[config.mk]
export PLATFORM = sky130hd
export DESIGN_NAME = button_reader
export DESIGN_NICKNAME = d
export VERILOG_FILES = /design/src/rtl/button_reader.sv
export SDC_FILE = /design/constraint.sdc
export NUM_CORES = 1
export LEC_CHECK = 0
export ABC_AREA = 1
export CAP_MARGIN = 15
export CORE_MARGIN = 2
export CORE_UTILIZATION = 52
export CTS_BUF_LIST = sky130_fd_sc_hd__clkbuf_4
export DETAILED_ROUTE_END_ITERATION = 6
export GPL_ROUTABILITY_DRIVEN = 0
export PLACE_DENSITY = 0.78
export SLEW_MARGIN = 40
export SYNTH_ARGS = -nofsm -noshare
export SYNTH_HDL_FRONTEND = slang
export SYNTH_SLANG_ARGS = --single-unit
[constraint.sdc]
create_clock -name clkin -period 9.65 [get_ports clkin]
set_input_delay 1.93 -clock clkin [delete_from_list [all_inputs] [get_ports clkin]]
set_output_delay 1.93 -clock clkin [all_outputs]
set_load 0.005 [all_outputs]
[src/rtl/button_reader.sv]
// Debounced button reader: synchronises raw pins, debounces each one and
// queues press/release events on a valid/ready port in ascending index order.
module button_reader #(
    parameter int N_BTN      = 4,
    parameter int DB_CYCLES  = 1600000,
    parameter bit ACTIVE_LOW = 1'b1
) (
    input  logic             clkin,
    input  logic             rst,
    input  logic             enable,
    input  logic [N_BTN-1:0] btn_in,
    output logic [N_BTN-1:0] btn_state,
    output logic             evt_valid,
    input  logic             evt_ready,
    output logic [3:0]       evt_idx,
    output logic             evt_press,
    output logic             overflow,
    input  logic             ovf_clr
);

    localparam int               CNT_W    = $clog2(DB_CYCLES);
    localparam logic [CNT_W-1:0] CNT_MAX  = CNT_W'(DB_CYCLES - 1);
    localparam logic [N_BTN-1:0] IDLE_RAW = {N_BTN{ACTIVE_LOW}};

    logic [N_BTN-1:0] sync_p0, sync_p1;
    logic [N_BTN-1:0] sample;
    logic [CNT_W-1:0] cnt [N_BTN];
    logic [N_BTN-1:0] toggle;
    logic [N_BTN-1:0] pend, pdir;
    logic [N_BTN-1:0] clear_mask;
    logic [3:0]       sel_idx;
    logic             sel_found;
    logic             sel_dir;
    logic             load;
    logic             take;
    logic             ovf_set;

    // Stage p0/p1: two-flop synchroniser, reset to the released raw level
    always_ff @(posedge clkin or posedge rst) begin
        if (rst) begin
            sync_p0 <= IDLE_RAW;
            sync_p1 <= IDLE_RAW;
        end else begin
            sync_p0 <= btn_in;
            sync_p1 <= sync_p0;
        end
    end

    assign sample = ACTIVE_LOW ? ~sync_p1 : sync_p1;

    always_comb begin
        for (int i = 0; i < N_BTN; i++) begin
            toggle[i] = enable && (sample[i] != btn_state[i]) && (cnt[i] == CNT_MAX);
        end
    end

    // Debounce: any disagreement-free sample or disabled reader restarts the window
    always_ff @(posedge clkin or posedge rst) begin
        if (rst) begin
            btn_state <= '0;
            for (int i = 0; i < N_BTN; i++) cnt[i] <= '0;
        end else begin
            for (int i = 0; i < N_BTN; i++) begin
                if (!enable || sample[i] == btn_state[i]) begin
                    cnt[i] <= '0;
                end else if (cnt[i] == CNT_MAX) begin
                    cnt[i]       <= '0;
                    btn_state[i] <= ~btn_state[i];
                end else begin
                    cnt[i] <= cnt[i] + 1'b1;
                end
            end
        end
    end

    // Lowest-index pending button wins the output register
    always_comb begin
        sel_found = 1'b0;
        sel_idx   = '0;
        sel_dir   = 1'b0;
        for (int i = N_BTN - 1; i >= 0; i--) begin
            if (pend[i]) begin
                sel_found = 1'b1;
                sel_idx   = 4'(i);
                sel_dir   = pdir[i];
            end
        end
    end

    assign load       = !evt_valid || evt_ready;
    assign take       = load && sel_found;
    assign clear_mask = take ? (N_BTN'(1) << sel_idx) : '0;
    // A toggle on the button being loaded this cycle is a fresh event, not an overwrite
    assign ovf_set    = |(toggle & pend & ~clear_mask);

    always_ff @(posedge clkin or posedge rst) begin
        if (rst) begin
            pend     <= '0;
            pdir     <= '0;
            overflow <= 1'b0;
        end else begin
            pend <= (pend & ~clear_mask) | toggle;
            for (int i = 0; i < N_BTN; i++) begin
                if (toggle[i]) pdir[i] <= ~btn_state[i];
            end
            if (ovf_set) overflow <= 1'b1;
            else if (ovf_clr) overflow <= 1'b0;
        end
    end

    // Output register: holds contents stable under backpressure
    always_ff @(posedge clkin or posedge rst) begin
        if (rst) begin
            evt_valid <= 1'b0;
            evt_idx   <= '0;
            evt_press <= 1'b0;
        end else if (load) begin
            evt_valid <= sel_found;
            if (sel_found) begin
                evt_idx   <= sel_idx;
                evt_press <= sel_dir;
            end
        end
    end

endmodule

Yosys cells after proc, flatten, opt, wreduce, memory -nomap -nowiden
Index checks and enable logic that the tools add are counted.
{"block": "word_totals", "register_bits": 111, "latchBits": 0, "ram_bits": 0, "rom_bits": 0, "input_bits": 9, "output_inout_bits": 11, "elab_cells": 96, "mem_count": 0}
{"block": "op_classes", "add_sub_neg": 4, "multipliers": 0, "div": 0, "n_lt_le_gt_ge": 0, "n_eq_ne": 12, "n_shift": 1, "muxes": 23, "bitwise": 14, "n_reduce_logical": 23}
{"operator": "$mux W21", "n": 8}
{"operator": "$add A21 B1 Y21 const B", "n": 4}
{"operator": "$eq A21 B21 Y1 const B", "n": 4}
{"operator": "$mux W4", "n": 4}
{"operator": "$and A4 B4 Y4", "n": 3}
{"operator": "$mux W1", "n": 10}
{"operator": "$reduce_and A2 Y1", "n": 5}
{"operator": "$logic_and A1 B1 Y1", "n": 9}
{"operator": "$not A1 Y1", "n": 8}
{"operator": "$not A4 Y4", "n": 2}
{"operator": "$logic_or A1 B1 Y1", "n": 5}
{"operator": "$eq A1 B1 Y1", "n": 4}
{"operator": "$ne A1 B1 Y1", "n": 4}
{"operator": "$or A4 B4 Y4", "n": 1}
{"operator": "$reduce_or A4 Y1", "n": 1}
{"operator": "$shl A1 B4 Y4 const A", "n": 1}
{"operator": "$logic_not A1 Y1", "n": 2}
{"operator": "$mux W2", "n": 1}
{"operator": "$reduce_bool A2 Y1", "n": 1}

Longest topological paths before layout
{"block": "logic_depth", "ltp_word": 10, "mapped_depth": 11, "mapped_depth_nobuf": 11}

Worst setup path after synthesis
OpenSTA, ideal clock, no wires.
{"block": "synth_path", "kind": "input -> register", "from": "input enable", "to": "register cnt[68] (netlist bit)", "setup_ns": 0.094, "arrival_time_ns": 2.743, "required_ns": 9.556, "path_slack_ns": 6.813, "path_stages": 5, "path_buffers": 1, "path_cell_list": "inv_1 -> nor3_1 -> nand2_2 -> buf_4 -> a211oi_1"}
{"block": "synth_via", "elab_chain_len": 3}
{"item": "start: declaration", "line_no": "10", "rtl": "input logic enable,"}
{"item": "$logic_not A1 Y1", "line_no": "64", "rtl": "if (!enable || sample[i] == btn_state[i]) begin"}
{"item": "$logic_or A1 B1 Y1", "line_no": "64"}
{"item": "$mux W21", "line_no": "64"}
{"item": "end signal: indexed assignment", "line_no": "70", "rtl": "cnt[i] <= cnt[i] + 1'b1;"}
{"item": "end: declaration", "line_no": "27", "rtl": "logic [CNT_W-1:0] cnt [N_BTN];"}
No other way between the ends.
A chain may end at the register's enable or synchronous reset.

Final worst setup path
{"block": "layout_path", "from": "register btn_state[1]", "to": "output btn_state[1]"}
{"item": "start: declaration", "line_no": "12", "rtl": "output logic [N_BTN-1:0] btn_state,"}
{"item": "start signal: indexed assignment", "line_no": "68", "rtl": "btn_state[i] <= ~btn_state[i];"}
No word-level cell between the ends.

==> results <==
- For flop-to-flop paths, the worst setup slack is roughly 7600 ps.
- Across the VDD grid, the largest voltage drop is approximately 0.000086 V.
- In this run the number of cells on the critical path is 1.
- The clock-pin slew on the worst setup and hold paths is 160 ps.
- The region available for standard cell placement spans ~10000 um2.
- Gates resized during post-CTS repair numbered 0.
- The portion of the clock cycle consumed by the worst path in the final layout is 0.356.
- The share of final-layout standard cells stronger than drive strength 1 is 0.0757.
- Of the total synthesized cell area, the portion taken by AND, OR, NAND and NOR gates is 0.350.
- The worst pin sits at a relative slew slack of 0.621.
- The sum of net half-perimeters after detailed placement is 7680 um.
- The number of antenna violations at the first check in global routing came to 0.
- At the end of the flow, the number of nets in the layout was between 700 and 800.
- The number of flops mapped to enable cells by yosys is 0.
- After detailed routing, the average wire length per cell comes to ~12 um.
- TritonCTS built the clock tree.
- The share of synthesized cell area in full adder, half adder and majority cells is 0.00920.
- The flip-flop and latch count after synthesis is 105.
- For the worst-skew pair, the clock arrives at the later sink with an insertion delay of between 400 and 500 ps.
- Measured in cells, the most critical reg-to-reg path has a length of 8.
- Among all flip-flop cells after synthesis, the most frequent one is sky130_fd_sc_hd__dfrtp_1.
- The total overflow left after global routing is 0.
- Based on the critical path, the design can be clocked at up to 291 MHz.
- The first-pass GRT wire length is ~18000 um.
- Across every metal layer, demand over resource in global routing totals 0.202.
- The total die area is 11300 um2.
- Max-cap violations in this run came to 0.
- Traced cell by cell, the critical path runs through clkdlybuf4s50_1.
- Following the worst setup path forward leads to its endpoint at btn_state[1].
- The number of global-route vias before repair is 4221.
- The kind of critical path is reg -> out.
- The total of endpoints with negative setup slack in the final report is 0.
- The warning count from the yosys run is 0.
- The type of the worst min-delay path is reg -> reg.
- Summed over all cells, the static leakage comes to 2.63 nW.
- The effective utilization at floorplan is 0.532.
- The synthesized area is 5440 um2.
- In this design, the largest share of critical-path delay is due to buffers and inverters.
- The highest-delay cell along the critical path is sky130_fd_sc_hd__clkdlybuf4s50_1.
- After detailed routing, the number of remaining DRC violations is 0.
- In the synthesized netlist the async set-or-reset flop fraction comes to 1.00.
- For this run, the register share of the synthesized area comes to 0.485.
- The final critical path time including I/O delays and setup is 3440 ps.
- In this run, the number of DRC markers left after iteration 0 of detailed routing was 197.
- The port buffer count is 17.
- The largest family of logic cells by synthesized area is simple AND/OR/NAND/NOR gates.
- The H-tree was split into 3 levels.
- Dividing total power by cell area gives a power density of approximately 130 nW/um2.
- The flow ran to the end, and the final reports show no timing, DRC or antenna violations.
- Setup repair after global routing left no endpoint under its margin.
- In this run the worst path has a maximum fanout of 5.
- The total setup buffers inserted after CTS is 0.
- The count of pins over their slew limit was 0.
- The data arrival at the endpoint of the critical path is 1510 ps.
- The via count is approximately 4.4k.
- The number of top-level pins is 20.
- On the worst path, the slowest cell contributes a delay of ~540 ps.
- The share of cell area taken by muxes after synthesis is 0.
- Summed over all layers, the routed wires come to 10500 um.
- The width of the chip is approximately 110 um.
- The mean cell area of the mapped netlist is 7.80 um2.
- The cell sitting at the root of the clock tree is a sky130_fd_sc_hd__clkbuf_4.
- Synthesis produced 697 cells.
- After detailed routing, the number of vias per cell comes to 5.10.
- The most common cell after layout, fill and taps aside is sky130_fd_sc_hd__nor2_1.
- The startpoint identified for the worst register-to-register timing path is cnt[42].
- The residual antenna-violating net count after detailed routing is 0.
- Before antenna repair, the detailed router went through 5 iterations.
- Hold repair after CTS inserted 0 buffers.
- Entering global routing, the biggest net connects 66 pins.
- The worst reg2reg path endpoint is cnt[62].
- The buffers plus inverters on the worst setup path is 1.
- The instance count along the most critical hold path is 0.
- The share of the core filled with cells is 0.579.
- Of the total synthesized cell area, the portion taken by XOR and XNOR cells is 0.0451.
- The sink count of the clock tree is 105.
- For the final database, setup skew stands at about 17 ps.
- The pin slew with the least headroom to its limit is ~570 ps.
- The worst setup path is launched from a register.
- The repair_antennas step left the layout with diodes totalling 0.
- The chip height is around 110 um.
- The launching instance or port of the critical path is btn_state[1].
- The worst-case clock buffer depth is 2.
- The row count is 37.
- The capturing element type of the critical path is an output pin.
- The number of hold violations in the final report was 0.
- After routing, the total negative slack on setup checks comes to 0 ps.
- In the layout the commonest cells are 161 x sky130_fd_sc_hd__nor2_1, 136 x sky130_fd_sc_hd__nand2_1, 97 x sky130_fd_sc_hd__dfrtp_1.
- The compound-cell area share of the yosys netlist is 0.0373.
- The number of buffers inserted during clock tree synthesis is 9.
- Data on the critical path is required at its endpoint by 7720 ps.
- The synthesized netlist contains 36 unique library cells.
- The post-synthesis to final-layout area growth is 8.83%.
[per-layer routing]
| layer | wire length, um | vias up | global-route usage |
|---|---|---|---|
| met5 | 0 | - | 0 |
| met2 | 5020 | 77 | 0.333 |
| met3 | 409 | 6 | 0.0540 |
| met4 | 95 | 0 | 0.0592 |
| met1 | 5000 | 2092 | 0.264 |
| li1 | - | 2229 | - |
[power breakdown]
group          internal, W  switching (W)
registers         0.000448     0.00000557
logic            0.0000131      0.0000230
clock network     0.000105       0.000150
[worst min path at each step]
stage          startpoint    endpoint  slack [ps]
2_1_floorplan  sync_p0[0]  sync_p1[0]         350
3_3_place_gp   sync_p0[2]  sync_p1[2]         350
3_5_place_dp   sync_p0[2]  sync_p1[2]         350
4_1_cts        sync_p0[2]  sync_p1[2]         380
5_1_grt        sync_p0[2]  sync_p1[2]         380
6_report       sync_p0[2]  sync_p1[2]         370
[kinds of logic after synthesis]
logic type | Yosys count
compound gates | 37
xor+xnor | 28
fa+ha+maj | 4
buf+inv | 101
flops | 105
other cells | 1
simple gates | 421
[sequential cells by signal, indices dropped and copies added (netlist names)]
signal and count:
evt_idx 2, evt_valid 1, pend 4, btn_state 4, overflow 1, evt_press 1, sync_p1 4, sync_p0 4
cnt 84
[final cells by class]
type | instances | area (um2)
clock buffer | 9 | 67.6
clock inverter | 7 | 92.6
fill | 914 | 4310
inverter | 96 | 363
multi-input combinational | 492 | 2410
sequential | 105 | 2640
tap | 136 | 170
timing repair buffer | 18 | 181
[Yosys cell counts, types with 5 or more instances]
cell type                 number  share of area
sky130_fd_sc_hd__nor3_1       48          0.044
sky130_fd_sc_hd__a21oi_1      23          0.021
sky130_fd_sc_hd__nor2_1      161           0.11
sky130_fd_sc_hd__xor2_1       24          0.039
sky130_fd_sc_hd__nand3_1      27          0.025
sky130_fd_sc_hd__nand2_1     136          0.094
sky130_fd_sc_hd__buf_4         5         0.0069
sky130_fd_sc_hd__nand2_2       8         0.0092
sky130_fd_sc_hd__nand4_1      13          0.015
sky130_fd_sc_hd__o21ai_0       6         0.0055
sky130_fd_sc_hd__nor2_4        5          0.010
sky130_fd_sc_hd__dfrtp_1      97           0.45
sky130_fd_sc_hd__dfstp_2       8          0.039
sky130_fd_sc_hd__inv_1        95          0.066
[through the flow]
stage               instances  hold WS, ps  power, W  area, um2  setup WS, ps
global route              863          377  0.000776       5920          6130
CTS                       863          375  0.000752       5920          6180
finish                    863          373  0.000744       5920          6210
detailed placement        847          355  0.000499       5760          5930
global placement          847          345  0.000497       5760          6040
floorplan                 698          345  0.000482       5440          4970
Power figures use the tool's default switching activity.
